[config.mk]
export PLATFORM = sky130hd
export DESIGN_NAME = uart_rx
export DESIGN_NICKNAME = d
export VERILOG_FILES = /design/src/rtl/uart_rx.sv
export SDC_FILE = /design/constraint.sdc
export NUM_CORES = 1
export LEC_CHECK = 0
export CAP_MARGIN = 10
export CORE_ASPECT_RATIO = 1.4
export CORE_MARGIN = 2
export CORE_UTILIZATION = 45
export DETAILED_ROUTE_END_ITERATION = 12
export PLACE_DENSITY = 0.74
export RECOVER_POWER = 100
export SLEW_MARGIN = 0
export SYNTH_ARGS = -nofsm -noshare
export SYNTH_HDL_FRONTEND = slang
export SYNTH_SLANG_ARGS = --single-unit
export TNS_END_PERCENT = 50
[constraint.sdc]
create_clock -name clock -period 2.35 [get_ports clock]
set_input_delay 0.705 -clock clock [delete_from_list [all_inputs] [get_ports clock]]
set_output_delay 0.705 -clock clock [all_outputs]
set_load 0.005 [all_outputs]
[src/rtl/uart_rx.sv]
// 8N1 UART receiver: 2-flop synchronized input, single baud counter, mid-bit sampling.
// Emits one-cycle valid / framingError pulses; data holds the last good byte.
module uart_rx #(
  parameter int ClockFrequency = 1000000,
  parameter int BaudRate       = 9600
) (
  input  logic       clock,
  input  logic       reset,
  input  logic       rx,
  output logic [7:0] data,
  output logic       valid,
  output logic       framingError,
  output logic       busy
);

  localparam int D  = ClockFrequency / BaudRate;
  localparam int H  = D / 2;
  localparam int CW = $clog2(D) + 1;
  localparam logic [CW-1:0] DLast = CW'(D - 1);
  localparam logic [CW-1:0] HLast = CW'(H - 1);

  typedef enum logic [2:0] {IDLE, START, DATA, STOP, WAIT_HIGH} state_t;

  state_t        state, state_n;
  logic          sync1, sync2, rxs;
  logic [CW-1:0] cnt, cnt_n;
  logic [2:0]    idx, idx_n;
  logic [7:0]    shreg, shreg_n, data_n;
  logic          valid_n, fe_n;

  assign rxs  = sync2;
  assign busy = (state != IDLE);

  always_ff @(posedge clock or posedge reset) begin
    if (reset) begin
      sync1        <= 1'b1;
      sync2        <= 1'b1;
      state        <= IDLE;
      cnt          <= '0;
      idx          <= '0;
      shreg        <= '0;
      data         <= '0;
      valid        <= 1'b0;
      framingError <= 1'b0;
    end else begin
      sync1        <= rx;
      sync2        <= sync1;
      state        <= state_n;
      cnt          <= cnt_n;
      idx          <= idx_n;
      shreg        <= shreg_n;
      data         <= data_n;
      valid        <= valid_n;
      framingError <= fe_n;
    end
  end

  always_comb begin
    state_n = state;
    cnt_n   = cnt + 1'b1;
    idx_n   = idx;
    shreg_n = shreg;
    data_n  = data;
    valid_n = 1'b0;
    fe_n    = 1'b0;
    case (state)
      IDLE: begin
        cnt_n = '0;
        if (!rxs) state_n = START;
      end
      START: begin
        // Mid-start-bit check rejects short glitches.
        if (cnt == HLast) begin
          cnt_n   = '0;
          idx_n   = '0;
          state_n = rxs ? IDLE : DATA;
        end
      end
      DATA: begin
        if (cnt == DLast) begin
          cnt_n        = '0;
          shreg_n[idx] = rxs;
          idx_n        = idx + 3'd1;
          if (idx == 3'd7) state_n = STOP;
        end
      end
      STOP: begin
        if (cnt == DLast) begin
          cnt_n = '0;
          if (rxs) begin
            data_n  = shreg;
            valid_n = 1'b1;
            state_n = IDLE;
          end else begin
            fe_n    = 1'b1;
            state_n = WAIT_HIGH;
          end
        end
      end
      WAIT_HIGH: begin
        // A held-low line reports once, then waits for the line to recover.
        cnt_n = '0;
        if (rxs) state_n = IDLE;
      end
      default: begin
        cnt_n   = '0;
        state_n = IDLE;
      end
    endcase
  end

endmodule

; ---- Word level (Yosys, flattened, before mapping)
; Index checks and enable logic that the tools add are counted.
[classes]
add_sub_neg = 2
multipliers = 0
div = 0
n_lt_le_gt_ge = 2
eq_ne = 13
shift = 0
mux = 24
bitwise = 0
reduce_logical = 9
[ops]
columns = op, count
row1 = $mux 3, 9
row2 = $mux 8, 2
row3 = $pmux 8 s2, 1
row4 = $pmux 3 s5, 1
row5 = $ne 2x2->1 const B, 6
row6 = $add 8x1->8 const B, 1
row7 = $bwmux 8, 1
row8 = $eq 8x6->1 const B, 1
row9 = $eq 8x7->1 const B, 1
row10 = $mux 1, 7
row11 = $eq 3x2->1 const B, 2
row12 = $eq 3x3->1 const B, 2
row13 = $pmux 3 s2, 1
row14 = $reduce_and 3->1, 2
row15 = $reduce_and 6->1, 1
row16 = $lt 3x4->1 const B, 1
row17 = $add 3x1->3 const B, 1
row18 = $demux 1 s3, 1
row19 = $eq 3x1->1 const B, 1
row20 = $ge 3x1->1 const B, 1
row21 = $logic_not 3->1, 1
row22 = $reduce_bool 3->1, 1
row23 = $mux 2, 1
row24 = $reduce_and 2->1, 1
row25 = 3 further kinds, 3
[totals]
regBits = 34
latch_bits = 0
ram_bits = 0
rom_bits = 0
output_inout_bits = 11
wordCells = 59
memories = 0

; ---- Longest topological paths before layout
; Gate-level depths: netlist (run 1).
[depth]
ltp_word = 5
depth_mapped = 6
mapped_depth_nobuf = 6

; ---- Least setup slack after synthesis (run 1)
; Ideal clock, no wire load.
[synth_path]
path_kind = register to register
from = reg cnt[0]
to = reg data[0]
setup_time_ns = 0.125
arrival_ns = 1.647
required_time_ns = 2.225
slack_ns = 0.578
stages_incl_launch_ff = 7
synth_period_minus_slack_ns = 1.772
path_cell_list = dfrtp_1 ha_1 and4bb_2 and2_4 and4_4 buf_6 mux2_4
[synth_via]
elab_chain_len = 2
[synth_lines]
columns = element, line_no
row1 = "start, declared", 26  ; logic [CW-1:0] cnt, cnt_n;
row2 = "start signal, assigned", 49  ; cnt <= cnt_n;
row3 = $eq 8x7->1, 88  ; if (cnt == DLast) begin
row4 = $reduce_and 3->1 (no line), --
row5 = "end signal, assigned", 52  ; data <= data_n;
row6 = "end, declared", 10  ; output logic [7:0] data,
; No other way between the ends.
; A chain may end at the register's enable or synchronous reset.

; ---- Final worst setup path (run 1)
[layout_path]
from = reg state[2]
to = out busy
[layout_via]
elab_chain_len = 1
[layout_lines]
columns = element, line_no
row1 = "start, declared", 24  ; state_t state, state_n;
row2 = "start signal, assigned", 48  ; state <= state_n;
row3 = $reduce_bool 3->1, 32  ; assign busy = (state != IDLE);
row4 = "end, declared", 13  ; output logic busy
; No other way between the ends.

==> results of run 1 <==
==> per-layer routing <==
metal  part of all wire  GRT usage  up-vias  wire, um
met3              0.036    0.06225        3        95
met4              0.016    0.08056        0        41
met5                  0          0        -         0
li1                   -          -      478         -
met1               0.43     0.1649      505      1122
met2               0.52     0.2597       18      1348
==> through the flow <==
stage | setup slack, ps | power, mW | area [sq um] | cells
2_1_floorplan | 577.5 | 0.6108 | 1599 | 129
3_3_place_gp | 394.2 | 0.6202 | 1752 | 177
3_5_place_dp | 387.5 | 0.6215 | 1752 | 177
4_1_cts | 75.60 | 1.016 | 1828 | 184
5_1_grt | 30.18 | 1.047 | 1763 | 184
6_report | 101.7 | 0.9988 | 1763 | 184
==> cells by family (layout without fill, tap and decap cells) <==
logic type | after synthesis | count (layout) | synth area share
AO/OA/AOI/OAI | 8 | 8 | 0.04304
XOR/XNOR | 7 | 7 | 0.03834
adder cells (fa/ha/maj) | 3 | 3 | 0.02348
buffers and inverters | 12 | 27 | 0.04067
flip-flops | 34 | 34 | 0.5336
multiplexers | 18 | 18 | 0.1448
AND/OR/NAND/NOR | 47 | 47 | 0.1761
==> worst paths after layout <==
kind,from,endpoint,depth (start not counted)
setup / recovery,state[2],busy,2
hold / removal,sync1,rxs,0
setup reg to reg,cnt[0],shreg[2],5
hold reg to reg,sync1,rxs,0
max in group asynchronous,reset,data[6],3
min in group asynchronous,reset,shreg[2],3
==> cell usage after synthesis (all sizes together) <==
| cell type | number | area, sq um |
|---|---|---|
| a21oi | 2 | 10.01 |
| dfrtp | 32 | 800.8 |
| and4bb | 1 | 12.51 |
| nor4 | 1 | 6.260 |
| a2111oi | 1 | 15.01 |
| nand3 | 5 | 25.02 |
| clkbuf | 2 | 8.750 |
| ha | 3 | 37.54 |
| nor3 | 2 | 10.01 |
| nor4bb | 2 | 20.02 |
| nand2 | 6 | 22.52 |
| o31a | 1 | 8.760 |
| inv | 4 | 15.01 |
| buf | 6 | 41.28 |
| xor2 | 2 | 17.52 |
| dfstp | 2 | 52.55 |
| nor2 | 18 | 67.56 |
| mux2i | 1 | 10.01 |
| and3b | 1 | 8.760 |
| o2bb2ai | 1 | 8.760 |
| nor4b | 2 | 30.03 |
| nand4 | 2 | 18.77 |
| a22o | 2 | 17.52 |
| a311oi | 1 | 8.760 |
| or3 | 1 | 6.260 |
| xnor2 | 5 | 43.79 |
| and2b | 1 | 7.510 |
| and4 | 2 | 20.02 |
| mux2 | 17 | 221.5 |
| and2 | 1 | 8.760 |
| nand4b | 2 | 17.52 |
==> critical path: stages, from the launching register on <==
cell and delay (ps):
dfrtp_1 440, or3_1 380, clkdlybuf4s50_1 450
==> state kept, by name (all words and copies together) (netlist names) <==
name,count
state,3
rxs,1
valid,1
data,8
framingError,1
cnt,8
shreg,8
sync1,1
idx,3
==> layout make-up <==
| cell class | instances | area share |
|---|---|---|
| multi-input cells | 83 | 0.3534 |
| repair buffers | 16 | 0.08233 |
| clock buffers | 7 | 0.04329 |
| well taps | 40 | 0.02839 |
| inverters | 4 | 0.008517 |
| flip-flops and latches | 34 | 0.4840 |
==> cell usage in the layout (no fill, tap or decap), types with 4 or more instances in the layout <==
cell            n
dfrtp_1        32
nor2_1         18
mux2_1         13
dlygate4sd3_1  12
nand2_1         6
nand3_1         5
xnor2_1         5
clkbuf_8        5
inv_1           4
mux2_2          4
clkbuf_1        4
==> report_power, final <==
group | switching [mW] | internal [mW]
registers | 0.00338 | 0.589
logic | 0.0119 | 0.00340
clock network | 0.188 | 0.204
==> impl_metrics.tcl, run 1 <==
set metrics [dict create \
    path_clk_slew_ps 60 \
    hpwlAfterDp_um 1876 \
    avgSynthCellArea_sq_um 12.40 \
    firstDrtPassIters 4 \
    critical_path_class "register to output port" \
    holdWs_ps 358.4 \
    synth_seq_area_share 0.5336 \
    die_y_um 74.53 \
    ctsResizeCount 0 \
    cts_buffers 5 \
    areaGrowthSynthToFinish_pct 10.25 \
    synth_area_sq_um 1599 \
    htreeDepth 2 \
    synth_cell_types 38 \
    finalHoldViolCount 0 \
    gr-total-overflow 0 \
    grt_max_degree 22 \
    power_density_nw_per_um2 566.5 \
    nets 150 \
    grt_pass1_vias 1019 \
    layout_min_cycle_time_ps 2248 \
    crit_path_end_kind "output port" \
    finalSetupViolCount 0 \
    ff2ff_setup_slack_ps 280 \
    cp-start-kind "register" \
    cts.sinks 34 \
    cts_root_buffer "clkbuf_8" \
    fin_crit_sh 0.9567 \
    dr_total_vias 1004 \
    worstSkewPairLatency_ps 280 \
    cp.required_ps 1640 \
    status "completed" \
    antenna_found_initial 0 \
    fillers 304 \
    wl_per_cell_um 14.17 \
    cts_setup_buffers 0 \
    maxCapViolCount 0 \
    num_antenna_cells 0 \
    cp.arrival_ps 1540 \
    io_pins 14 \
    synth_fp_nets 135 \
    cts_hold_buf 0 \
    routed_wl_um 2607 \
    fin_skew_ps 4.885 \
    finalSetupTns_ps 0 \
    route.detailed.drc 0 \
    grt_usage 0.1557 \
    grt_pass1_wl_um 4464 \
    syn_inst 129 \
    multi_input_area_sq_um 623.1 \
    min_path_type "register to register" \
    io_buffers 13 \
    post_drt_via_cell_ratio 5.457 \
    fp.dieW_um 54.38 \
    critPathMaxFanout 7 \
    drive_gt1_frac 0.09028 \
    leakage_nw 0.8716 \
    fp.coreArea_sq_um 3378 \
    place_congestion 0.7580 \
    cts_buffer_depth 2 \
    fin_util 0.5219 \
    rows 25 \
    ant_nets 0 \
    drt_iter0_drc 20 \
    yosysWarnings 0 \
    maxSlewViolCount 0 \
    max_slew_margin 0.2520 \
    rsz0062_at_grt "false" \
    fmax_mhz 444.8 \
    tritoncts "built" \
    worst_pin_slew_ps 1122 \
    ir_drop_mv 0.4667 \
    die-area_sq_um 4053 \
    start_util 0.4733 \
    ys_ff_latch 34 \
    regArea_sq_um 853.3 \
]
No activity file was read; power rests on OpenSTA's default activity.
==> run 2: changes to the inputs <==
GPL_TIMING_DRIVEN = 0   (was not set)
==> impl_metrics.tcl, run 2 (same netlist as run 1, synthesis figures left out) <==
set metrics [dict create \
    drive_gt1_frac 0.1589 \
    tritoncts "built" \
    worstReg2RegEnd "data[0]" \
    critical_path.max_stage_delay_ps 370 \
    finalHoldViolCount 0 \
    slowest_stage "dfrtp_1" \
    htreeDepth 2 \
    cp-start-kind "register" \
    maxCapViolCount 0 \
    maxSlewViolCount 0 \
    cp.required_ps 2510 \
    ctsResizeCount 0 \
    final_cell_mix "dfrtp_1, nor2_1, mux2_1, dlygate4sd3_1, nand2_1" \
    highest_layer "met4" \
    ff2ff_setup_slack_ps 250 \
    hold_path_depth 0 \
    grt_pass1_wl_um 4623 \
    holdCritStartpoint "sync1" \
    wl_per_cell_um 14.17 \
    crit_path_end_kind "register" \
    cts_buffers 5 \
    fin_crit_sh 0.8956 \
    cts_setup_buffers 0 \
    hpwlAfterDp_um 1928 \
    max_slew_margin 0.6320 \
    fp.coreArea_sq_um 3378 \
    post_drt_via_cell_ratio 5.330 \
    cts.sinks 34 \
    wl_met1_um 1067 \
    worstSkewPairLatency_ps 290 \
    layout_min_cycle_time_ps 2105 \
    die-area_sq_um 4053 \
    antenna_found_initial 0 \
    grt_max_degree 35 \
    cts_hold_buf 0 \
    reg_top3 "cnt (8), data (8), shreg (8)" \
    fin_skew_ps 9.649 \
    fmax_mhz 475.1 \
    path_clk_slew_ps 70 \
    leakage_nw 0.9187 \
    ant_nets 0 \
    worst_pin_slew_ps 548.6 \
    cts_root_buffer "clkbuf_8" \
    cp_cell_sequence "ha_1, and4bb_1, and2_0, and4_2, buf_6, mux2_1" \
    gr-total-overflow 0 \
    drt_iter0_drc 6 \
    fp.dieW_um 54.38 \
    cts_buffer_depth 2 \
    place_congestion 0.8066 \
    dr_total_vias 1018 \
    grt_pass1_vias 1006 \
    nets 156 \
    rsz0062_at_grt "false" \
    design_area_sq_um 1868 \
    grt_usage 0.1624 \
    firstDrtPassIters 4 \
    r2r_cells 6 \
    power_mw 1.131 \
    power_density_nw_per_um2 605.7 \
    num_antenna_cells 0 \
    finalSetupViolCount 0 \
    final_common_cell "dfrtp_1" \
    start_util 0.4733 \
    rows 25 \
    route.detailed.drc 0 \
    min_path_type "register to register" \
    placed_area_sq_um 1779 \
    routed_wl_um 2706 \
    areaGrowthSynthToFinish_pct 16.82 \
    ir_drop_mv 0.4799 \
    io_buffers 13 \
    wl_met3_um 103 \
    die_y_um 74.53 \
    r2r_start "cnt[0]" \
    hold_end "rxs" \
    cp.arrival_ps 2270 \
    critPathMaxFanout 9 \
    finalSetupTns_ps 0 \
    status "completed" \
    io_pins 14 \
    wl_met2_um 1480 \
    critical_path_class "register to register" \
]
==> run 2: layout make-up <==
| type | count | area [sq um] |
|---|---|---|
| plain buffers | 8 | 42.54 |
| clock buffers | 5 | 68.82 |
| clock inverters | 3 | 40.04 |
| fillers | 298 | 1510 |
| inverters | 4 | 15.01 |
| multi-input cells | 83 | 638.1 |
| flip-flops and latches | 34 | 853.3 |
| well taps | 40 | 50.05 |
| repair buffers | 14 | 160.2 |
==> run 2: worst max-delay path: cells and delay by family, from the launching register on <==
family / cells / cell delay [ps]
fa+ha+maj: 1 / 200
simple gates: 3 / 880
flops: 1 / 370
mux: 1 / 370
buf+inv: 1 / 150
==> run 2: metrics by stage <==
stage / setup slack, ps / hold slack, ps / cells / utilization
after floorplan: 577.5 / 345.2 / 129 / -
after global placement: 188.7 / 346.1 / 182 / 0.5267
after detailed placement: 137.3 / 352.4 / 182 / 0.5267
after CTS: 26.75 / 362.4 / 190 / 0.5589
after global routing: 156.9 / 367.4 / 191 / 0.5530
final: 245.3 / 359.6 / 191 / 0.5530
==> run 2: how the worst max path moves through the flow <==
stage	startpoint	endpoint	slack, ps
after floorplan	cnt[0]	data[0]	580
after global placement	reset	cnt[0]	190
after detailed placement	reset	cnt[1]	140
after CTS	state[1]	busy	30
after global routing	cnt[0]	data[0]	160
final	cnt[0]	data[0]	250
==> run 2: report_power, final <==
part	internal, mW	leakage (nW)	switching (mW)	total, mW
Sequential	0.588	0.453	0.00115	0.589
Combinational	0.00771	0.407	0.0146	0.0223
Clock	0.312	0.0579	0.208	0.520
Total	0.908	0.919	0.224	1.13
==> run 2: layer usage <==
metal | vias to the layer above | global-route usage
met5 | - | 0
li1 | 497 | -
met3 | 6 | 0.05622
met2 | 17 | 0.2771
met1 | 498 | 0.1747
met4 | 0 | 0.07778
